[src/rtl/vec_alu_pkg.sv]
// Shared types for the time-multiplexed vector ALU: opcodes, FSM states, default lane type.
package vec_alu_pkg;

    localparam int ELEM_W_DEF = 16;

    typedef logic [ELEM_W_DEF-1:0] lane_t;

    typedef enum logic [2:0] {
        OP_ADD = 3'd0,
        OP_SUB = 3'd1,
        OP_MUL = 3'd2,
        OP_AND = 3'd3,
        OP_OR  = 3'd4,
        OP_XOR = 3'd5,
        OP_SHL = 3'd6,
        OP_SHR = 3'd7
    } op_e;

    typedef enum logic [1:0] {
        ST_IDLE = 2'd0,
        ST_BUSY = 2'd1,
        ST_DONE = 2'd2
    } state_e;

endpackage

[src/rtl/alu_vec_seq_if.sv]
// Operand/result bus of the vector ALU.
// Handshake: a transfer happens on a rising edge where valid and ready are both high;
// the sender holds valid and payload stable until that edge, ready may depend on valid.
interface alu_vec_seq_if #(
    parameter int ELEMENT_W = 16,
    parameter int LANES     = 16
);
    logic                              in_valid;
    logic                              in_ready;
    logic [LANES-1:0][ELEMENT_W-1:0]   vectorA;
    logic [LANES-1:0][ELEMENT_W-1:0]   vectorB;
    logic [ELEMENT_W-1:0]              scalar;
    logic                              operand_flag;
    logic [2:0]                        sel;
    logic [LANES-1:0]                  lane_mask;
    logic                              out_valid;
    logic                              out_ready;
    logic [LANES-1:0][ELEMENT_W-1:0]   result;

    modport master (
        output in_valid, vectorA, vectorB, scalar, operand_flag, sel, lane_mask, out_ready,
        input  in_ready, out_valid, result
    );

    modport slave (
        input  in_valid, vectorA, vectorB, scalar, operand_flag, sel, lane_mask, out_ready,
        output in_ready, out_valid, result
    );

endinterface

[src/rtl/vec_lane_alu.sv]
// Combinational single-lane ALU; a disabled lane passes operand a through unchanged.
module vec_lane_alu
    import vec_alu_pkg::*;
#(
    parameter int ELEMENT_W = 16
) (
    input  logic [ELEMENT_W-1:0] a,
    input  logic [ELEMENT_W-1:0] b,
    input  op_e                  op,
    input  logic                 en,
    output logic [ELEMENT_W-1:0] y
);

    localparam int SH_W = (ELEMENT_W > 1) ? $clog2(ELEMENT_W) : 1;

    logic [SH_W-1:0]      sh;
    logic [ELEMENT_W-1:0] r;

    assign sh = b[SH_W-1:0];

    always_comb begin
        r = a;
        case (op)
            OP_ADD:  r = a + b;
            OP_SUB:  r = a - b;
            OP_MUL:  r = a * b;
            OP_AND:  r = a & b;
            OP_OR:   r = a | b;
            OP_XOR:  r = a ^ b;
            OP_SHL:  r = a << sh;
            OP_SHR:  r = a >> sh;
            default: r = a;
        endcase
        y = en ? r : a;
    end

endmodule

[src/rtl/alu_vec_seq.sv]
// Vector ALU that runs a LANES-wide op on PHYS_LANES lane ALUs, one beat per cycle,
// and holds the registered result until the consumer takes it.
module alu_vec_seq
    import vec_alu_pkg::*;
#(
    parameter int ELEMENT_W  = 16,
    parameter int LANES      = 16,
    parameter int PHYS_LANES = 4
) (
    input  logic          clk,
    input  logic          rst,
    alu_vec_seq_if.slave  bus,
    output logic          busy,
    output state_e        fsm_state
);

    localparam int NBEATS = LANES / PHYS_LANES;
    localparam int BEAT_W = (NBEATS > 1) ? $clog2(NBEATS) : 1;

    if (LANES % PHYS_LANES != 0) begin : g_lane_check
        $error("alu_vec_seq: PHYS_LANES (%0d) must divide LANES (%0d)", PHYS_LANES, LANES);
    end

    // Beat-major view: lane i lives at [i / PHYS_LANES][i % PHYS_LANES], same bit layout as the bus.
    typedef logic [NBEATS-1:0][PHYS_LANES-1:0][ELEMENT_W-1:0] beat_vec_t;
    typedef logic [LANES-1:0][ELEMENT_W-1:0]                  vec_t;

    state_e                                  state;
    logic [BEAT_W-1:0]                       beat;
    beat_vec_t                               a_q;
    beat_vec_t                               b_q;
    beat_vec_t                               result_q;
    logic [NBEATS-1:0][PHYS_LANES-1:0]       mask_q;
    op_e                                     op_q;
    logic                                    out_valid_q;
    logic                                    in_ready;
    logic                                    accept;
    logic                                    last_beat;
    vec_t                                    b_sel;
    logic [PHYS_LANES-1:0][ELEMENT_W-1:0]    lane_y;

    // Retiring in DONE frees the operand registers, so a new op may be taken on that same edge.
    assign in_ready  = !rst && ((state == ST_IDLE) || ((state == ST_DONE) && bus.out_ready));
    assign accept    = bus.in_valid && in_ready;
    assign last_beat = (beat == BEAT_W'(NBEATS - 1));

    always_comb begin
        for (int i = 0; i < LANES; i++) begin
            b_sel[i] = bus.operand_flag ? bus.scalar : bus.vectorB[i];
        end
    end

    for (genvar p = 0; p < PHYS_LANES; p++) begin : g_lane
        vec_lane_alu #(.ELEMENT_W(ELEMENT_W)) u_alu (
            .a  (a_q[beat][p]),
            .b  (b_q[beat][p]),
            .op (op_q),
            .en (mask_q[beat][p]),
            .y  (lane_y[p])
        );
    end

    always_ff @(posedge clk or posedge rst) begin
        if (rst) begin
            state       <= ST_IDLE;
            beat        <= '0;
            out_valid_q <= 1'b0;
            result_q    <= '0;
            a_q         <= '0;
            b_q         <= '0;
            mask_q      <= '0;
            op_q        <= OP_ADD;
        end else begin
            if (accept) begin
                a_q    <= bus.vectorA;
                b_q    <= b_sel;
                mask_q <= bus.lane_mask;
                op_q   <= op_e'(bus.sel);
            end
            case (state)
                ST_IDLE: begin
                    if (accept) begin
                        beat  <= '0;
                        state <= ST_BUSY;
                    end
                end
                ST_BUSY: begin
                    result_q[beat] <= lane_y;
                    if (last_beat) begin
                        beat        <= '0;
                        state       <= ST_DONE;
                        out_valid_q <= 1'b1;
                    end else begin
                        beat <= beat + 1'b1;
                    end
                end
                ST_DONE: begin
                    if (bus.out_ready) begin
                        out_valid_q <= 1'b0;
                        beat        <= '0;
                        state       <= accept ? ST_BUSY : ST_IDLE;
                    end
                end
                default: state <= ST_IDLE;
            endcase
        end
    end

    assign bus.in_ready  = in_ready;
    assign bus.out_valid = out_valid_q;
    assign bus.result    = result_q;
    assign busy          = (state != ST_IDLE);
    assign fsm_state     = state;

endmodule

[src/flat_wrapper.sv]
// flat-port wrapper written by rule: the top's interface ports become plain ports
module alu_vec_seq_flat import vec_alu_pkg::*;
#(
    parameter int ELEMENT_W  = 16,
    parameter int LANES      = 16,
    parameter int PHYS_LANES = 4
)
  (clk, rst, busy, fsm_state, bus_in_valid, bus_vectorA, bus_vectorB, bus_scalar, bus_operand_flag, bus_sel, bus_lane_mask, bus_out_ready, bus_in_ready, bus_out_valid, bus_result);
  alu_vec_seq_if #(.ELEMENT_W(ELEMENT_W), .LANES(LANES)) bus_i ();
  input  logic clk;
  input  logic rst;
  output logic busy;
  output state_e fsm_state;
  input wire logic [$bits(bus_i.in_valid)-1:0] bus_in_valid;
  input wire logic [$bits(bus_i.vectorA)-1:0] bus_vectorA;
  input wire logic [$bits(bus_i.vectorB)-1:0] bus_vectorB;
  input wire logic [$bits(bus_i.scalar)-1:0] bus_scalar;
  input wire logic [$bits(bus_i.operand_flag)-1:0] bus_operand_flag;
  input wire logic [$bits(bus_i.sel)-1:0] bus_sel;
  input wire logic [$bits(bus_i.lane_mask)-1:0] bus_lane_mask;
  input wire logic [$bits(bus_i.out_ready)-1:0] bus_out_ready;
  output wire logic [$bits(bus_i.in_ready)-1:0] bus_in_ready;
  output wire logic [$bits(bus_i.out_valid)-1:0] bus_out_valid;
  output wire logic [$bits(bus_i.result)-1:0] bus_result;
  assign bus_i.in_valid = bus_in_valid;
  assign bus_i.vectorA = bus_vectorA;
  assign bus_i.vectorB = bus_vectorB;
  assign bus_i.scalar = bus_scalar;
  assign bus_i.operand_flag = bus_operand_flag;
  assign bus_i.sel = bus_sel;
  assign bus_i.lane_mask = bus_lane_mask;
  assign bus_i.out_ready = bus_out_ready;
  assign bus_in_ready = bus_i.in_ready;
  assign bus_out_valid = bus_i.out_valid;
  assign bus_result = bus_i.result;
  alu_vec_seq #(.ELEMENT_W(ELEMENT_W), .LANES(LANES), .PHYS_LANES(PHYS_LANES)) u_core (.clk(clk), .rst(rst), .bus(bus_i), .busy(busy), .fsm_state(fsm_state));
endmodule
[config.mk]
export PLATFORM = sky130hd
export DESIGN_NAME = alu_vec_seq_flat
export DESIGN_NICKNAME = d
export VERILOG_FILES = /design/src/rtl/vec_alu_pkg.sv /design/src/rtl/alu_vec_seq_if.sv /design/src/rtl/vec_lane_alu.sv /design/src/rtl/alu_vec_seq.sv /design/src/flat_wrapper.sv
export SDC_FILE = /design/constraint.sdc
export NUM_CORES = 2
export LEC_CHECK = 0
export CAP_MARGIN = 30
export CORE_ASPECT_RATIO = 1.5
export CORE_MARGIN = 2
export CORE_UTILIZATION = 40
export CTS_BUF_LIST = sky130_fd_sc_hd__clkbuf_4
export CTS_CLUSTER_SIZE = 25
export DETAILED_ROUTE_END_ITERATION = 10
export DONT_BUFFER_PORTS = 1
export SETUP_SLACK_MARGIN = 0.02
export SLEW_MARGIN = 10
export SYNTH_ARGS = -nofsm -noshare
export SYNTH_HDL_FRONTEND = slang
export SYNTH_SLANG_ARGS = --single-unit
[constraint.sdc]
create_clock -name clk -period 65.6 [get_ports clk]
set_input_delay 13.12 -clock clk [delete_from_list [all_inputs] [get_ports clk]]
set_output_delay 13.12 -clock clk [all_outputs]
set_load 0.005 [all_outputs]
Yosys cells after proc, flatten, opt, wreduce, memory -nomap -nowiden
Cells that the tools add are included.
- reductions and logical operators: 14
- shift-type cells: 8
- bitwise logic cells: 12
- $mul: 4
- order comparisons: 2
- mux-type cells: 45
- eq/ne operators: 13
- add/sub/neg operators: 9
- operators by type and width (cell ; count):
    $pmux 16 s8 ; 4
    $mux 16 ; 20
    $bmux 64 s2 ; 2
    $bwmux 256 ; 1
    $mux 64 ; 3
    $demux 64 s2 ; 1
    $add 16x16->16 ; 4
    $and 16x16->16 ; 4
    $mul 16x16->16 ; 4
    $or 16x16->16 ; 4
    $shl 16x4->16 ; 4
    $shr 16x4->16 ; 4
    $sub 16x16->16 ; 4
    $xor 16x16->16 ; 4
    $eq 3x3->1 const B ; 4
    $mux 2 ; 6
    $pmux 2 s3 ; 2
    $reduce_and 3->1 ; 3
    $bmux 4 s2 ; 1
    $eq 3x2->1 const B ; 2
    $eq 2x2->1 const B ; 2
    $logic_and 1x1->1 ; 4
    $mux 4 ; 1
    $ne 2x1->1 const B ; 2
    14 further kinds ; 17
- register bits after elaboration: 792
- input bits: 552
- word-level logic and storage cells: 163
- output and inout port bits: 261

Logic depth before layout (Yosys ltp)
- depth after elaboration: 8
- gate-level depth with buffers: 32

Hierarchy
Synthesis repeated with hierarchy kept, for this count alone.
- cells, all modules: 6492
- area total of the unflattened synthesis: 65213.8 um^2
- by module, submodules not included (module ; seq. area each (um^2) ; area each (um^2) ; times used ; cells an instance):
    alu_vec_seq ; 19819.0 ; 35965.7 ; 1 ; 2518
    vec_lane_alu (u_core.g_lane[3].u_alu) ; 0.0 ; 7370.8 ; 1 ; 1007
    vec_lane_alu (u_core.g_lane[2].u_alu) ; 0.0 ; 7350.8 ; 1 ; 994
    vec_lane_alu (u_core.g_lane[1].u_alu) ; 0.0 ; 7303.3 ; 1 ; 994
    vec_lane_alu (u_core.g_lane[0].u_alu) ; 0.0 ; 7223.2 ; 1 ; 979

Least setup slack after synthesis
Ideal clock, no wire load.
- path kind: input -> output
- start: input bus_out_ready
- end: output bus_in_ready
- arrival time: 13.470 ns
- cell stages on the path: 2
- buffers on the path: 0
- required time: 52.480 ns
- setup slack: 39.010 ns
- cell sequence: nand2b_1 > nor3b_1
- word-level cells in the longest chain between the ends: 3
- RTL lines (element ; line ; source):
    start, declared ; flat_wrapper.sv:21 ; input wire logic [$bits(bus_i.out_ready)-1:0] bus_out_ready;
    $logic_and 1x1->1 ; alu_vec_seq.sv:43 ; assign in_ready = !rst && ((state == ST_IDLE) || ((state == ST_DONE) && bus.out_ready));
    $logic_or 1x1->1 ; alu_vec_seq.sv:43 ;
    $logic_and 1x1->1 ; alu_vec_seq.sv:43 ;
    end, declared ; flat_wrapper.sv:22 ; output wire logic [$bits(bus_i.in_ready)-1:0] bus_in_ready;
No other way between the ends.

Worst setup path after layout
Same ends and word-level chain as after synthesis.

==> flow_summary.ini <==
[finish]
multi_input_area_um2 = 37500
final_nets = 7875
final_common_cell = dfrtp_1
syn_to_final_growth_pct = 7.16
fillers = 15300
stdcell_count = 8853
fin_util = 0.431
final_cell_mix = 787 x dfrtp_1, 754 x nor2_1, 746 x a21oi_1, 729 x nand2_1, 599 x inv_1
seq_area_um2 = 19800
drive_gt1_frac = 0.137

[synthesis]
ys_seq_area_frac = 0.322
ys_types = 90
ys_async_sr_fraction = 1.00
yosys_register_bits = 792
synth_top_flop_cell = dfrtp_1
synth_edf_count = 0
yosysWarningCount = 0
synth_nets = 8022
synthCells = 6750
syn-cell-area_um2 = 61600
avgSynthCellArea_um2 = 9.13

[setup_path]
crit_arrival_ns = 13.62
critPathBufInv = 0
r2r_end = u_core.bus.result[157]$_DFFE_PP0P_
crit_required_ns = 52.48
slowest_stage = nor3b_1
r2r_setup_slack_ns = 56.04
crit_type = input pin to output pin
crit_family = simple AND/OR/NAND/NOR gates
start_kind = input pin
reg2reg_from = u_core.beat[0]$_DFFE_PP0P_
crit_path_end_kind = output pin
slowest_delay_ns = 0.38
path_cells = nand2b_1 -> nor3b_1
crit_fanout = 3
ff2ff_path_depth = 24

[timing]
finalCritPeriodShare = 0.408
drv_slew = 0
max_slew.worst_pin.slew_ns = 1.13
rsz0062_at_grt = false
finalCriticalPeriod_ns = 26.74
holdWs_ns = 0.503
worst_clock_skew_ns = 0.164
timing.fmax_mhz = 37.4
slew_headroom = 0.243
setup_viol = 0
fin_tns_setup_ns = 0
hold_viol = 0

[clocking]
post-cts-setup-buffers = 0
path_clk_slew_ns = 0.06
cts_sinks = 792
cts-root-buf = clkbuf_4
cts-htree-levels = 4
postCtsHoldBufs = 0
cts_tree = done
clockBufferDepth = 3
cts_resized = 0
cts_buffers = 191
insertion_delay_ns = 1.23

[global_routing]
gr-usage-all-layers = 0.309
grt_pass1_vias = 52600
grt_overflow = 0
grt_max_degree = 168
antenna_found_initial = 72
grt_first_pass_wirelength_um = 356000

[place]
io_buffers = 0
dp.cells = 8452
dp_hpwl_um = 190000
place_congestion = 0.975

[die]
dieWidth_um = 324
ioPinCount = 813
start_util = 0.402
rows = 176
design.core.area_um2 = 153000
die_h_um = 485
die_area_um2 = 157000

[worst_hold_path]
hold_end = u_core.a_q[250]$_DFFE_PP0P_
hold_path.class = flip-flop to flip-flop
min_path_cells = 1
holdCritStartpoint = u_core.a_q[250]$_DFFE_PP0P_

[drt]
antenna_left = 0
drc = 0
viasPerCell = 5.83
wire_per_inst_um = 27.9
via_count = 51600
wl_um = 247000
drt-pass1-iter-count = 6
initialDrtViolationCount = 4842

[flow_run]
max-cap-violations = 0

[status]
status = finished clean
==> sequential cells by signal (all words and copies together), names as in the netlist <==
| name | count |
|---|---|
| u_core.fsm_state | 2 |
| u_core.op_q | 3 |
| u_core.beat | 2 |
| u_core.bus.result | 256 |
| u_core.bus.out_valid | 1 |
| u_core.b_q | 256 |
| u_core.mask_q | 16 |
| u_core.a_q | 256 |
==> worst max path at each step <==
stage / start / to / slack (ns) / cells after the start
detailed placement: bus_out_ready / bus_in_ready / 38.85 / 2
global route: bus_out_ready / bus_in_ready / 38.76 / 2
finish: bus_out_ready / bus_in_ready / 38.86 / 2
CTS: bus_out_ready / bus_in_ready / 38.84 / 2
global placement: bus_out_ready / bus_in_ready / 38.86 / 2
floorplan: rst / u_core.a_q[0]$_DFFE_PP0P_ / 30.24 / 1
==> through the flow <==
stage / setup WS, ns / cell area [µm²]
5_1_grt: 38.76 / 66000
3_5_place_dp: 38.85 / 63200
2_1_floorplan: 30.24 / 61600
3_3_place_gp: 38.86 / 63100
6_report: 38.86 / 66000
4_1_cts: 38.84 / 65800
==> cells in the mapped netlist, types with 30 or more instances <==
library cell  count  area [µm²]
dfrtp_1         792       19800
nor2_1          756        2840
a21oi_1         746        3730
nand2_1         733        2750
inv_1           601        2260
o21ai_0         412        2060
ha_1            396        4950
clkbuf_1        328        1230
fa_1            324        6490
mux2_2          314        3540
xnor2_1         208        1820
mux4_2          117        2640
mux2i_1         100        1000
buf_2            59         295
o211ai_1         50         375
a31oi_1          48         300
xor2_1           44         385
buf_1            43         161
nand3_1          39         195
nand2b_1         38         238
a21o_1           37         278
a211oi_1         36         270
nor3_1           35         175
o22ai_1          34         213
a22oi_1          30         225
==> logic make-up after synthesis <==
family | Yosys count | share of synthesized area
AO/OA/AOI/OAI | 1622 | 0.152
XOR/XNOR | 257 | 0.0374
adder cells (fa/ha/maj) | 720 | 0.186
buffers and inverters | 1094 | 0.0715
flip-flops | 792 | 0.322
multiplexers | 534 | 0.117
AND/OR/NAND/NOR | 1731 | 0.115
==> worst reg2reg max path, stage by stage, from the launching register on <==
cell,delay [ns]
dfrtp_4,0.85
buf_4,0.64
buf_4,0.56
mux2_2,0.41
o21ai_1,0.12
buf_4,0.31
inv_1,0.28
buf_4,0.28
nand2_1,0.10
fa_1,0.45
fa_1,0.55
inv_1,0.05
fa_1,0.49
fa_1,0.53
fa_1,0.51
inv_1,0.05
fa_1,0.50
inv_1,0.05
ha_1,0.32
nor2b_1,0.15
a311oi_1,0.64
xor2_1,0.30
o211ai_1,0.14
o32ai_2,0.88
o21ai_0,0.22
==> metal layers <==
layer / vias to the layer above / GRT usage / share of wire
met5: - / 0 / 0.00070
met4: 28 / 0.248 / 0.086
met3: 787 / 0.104 / 0.10
met2: 2787 / 0.486 / 0.46
met1: 25300 / 0.340 / 0.35
li1: 22700 / - / -
==> layout make-up <==
class	count	share of cell area
Inverter	630	0.0360
Multi-Input combinational cell	4864	0.568
Clock inverter	61	0.00792
Tap cell	2047	0.0388
Timing Repair Buffer	124	0.0153
Antenna cell	57	0.00216
Clock buffer	278	0.0316
Sequential cell	792	0.300
Power is not shown: default switching activity piles up to over one toggle a cycle in this logic, so the estimate is an artifact.
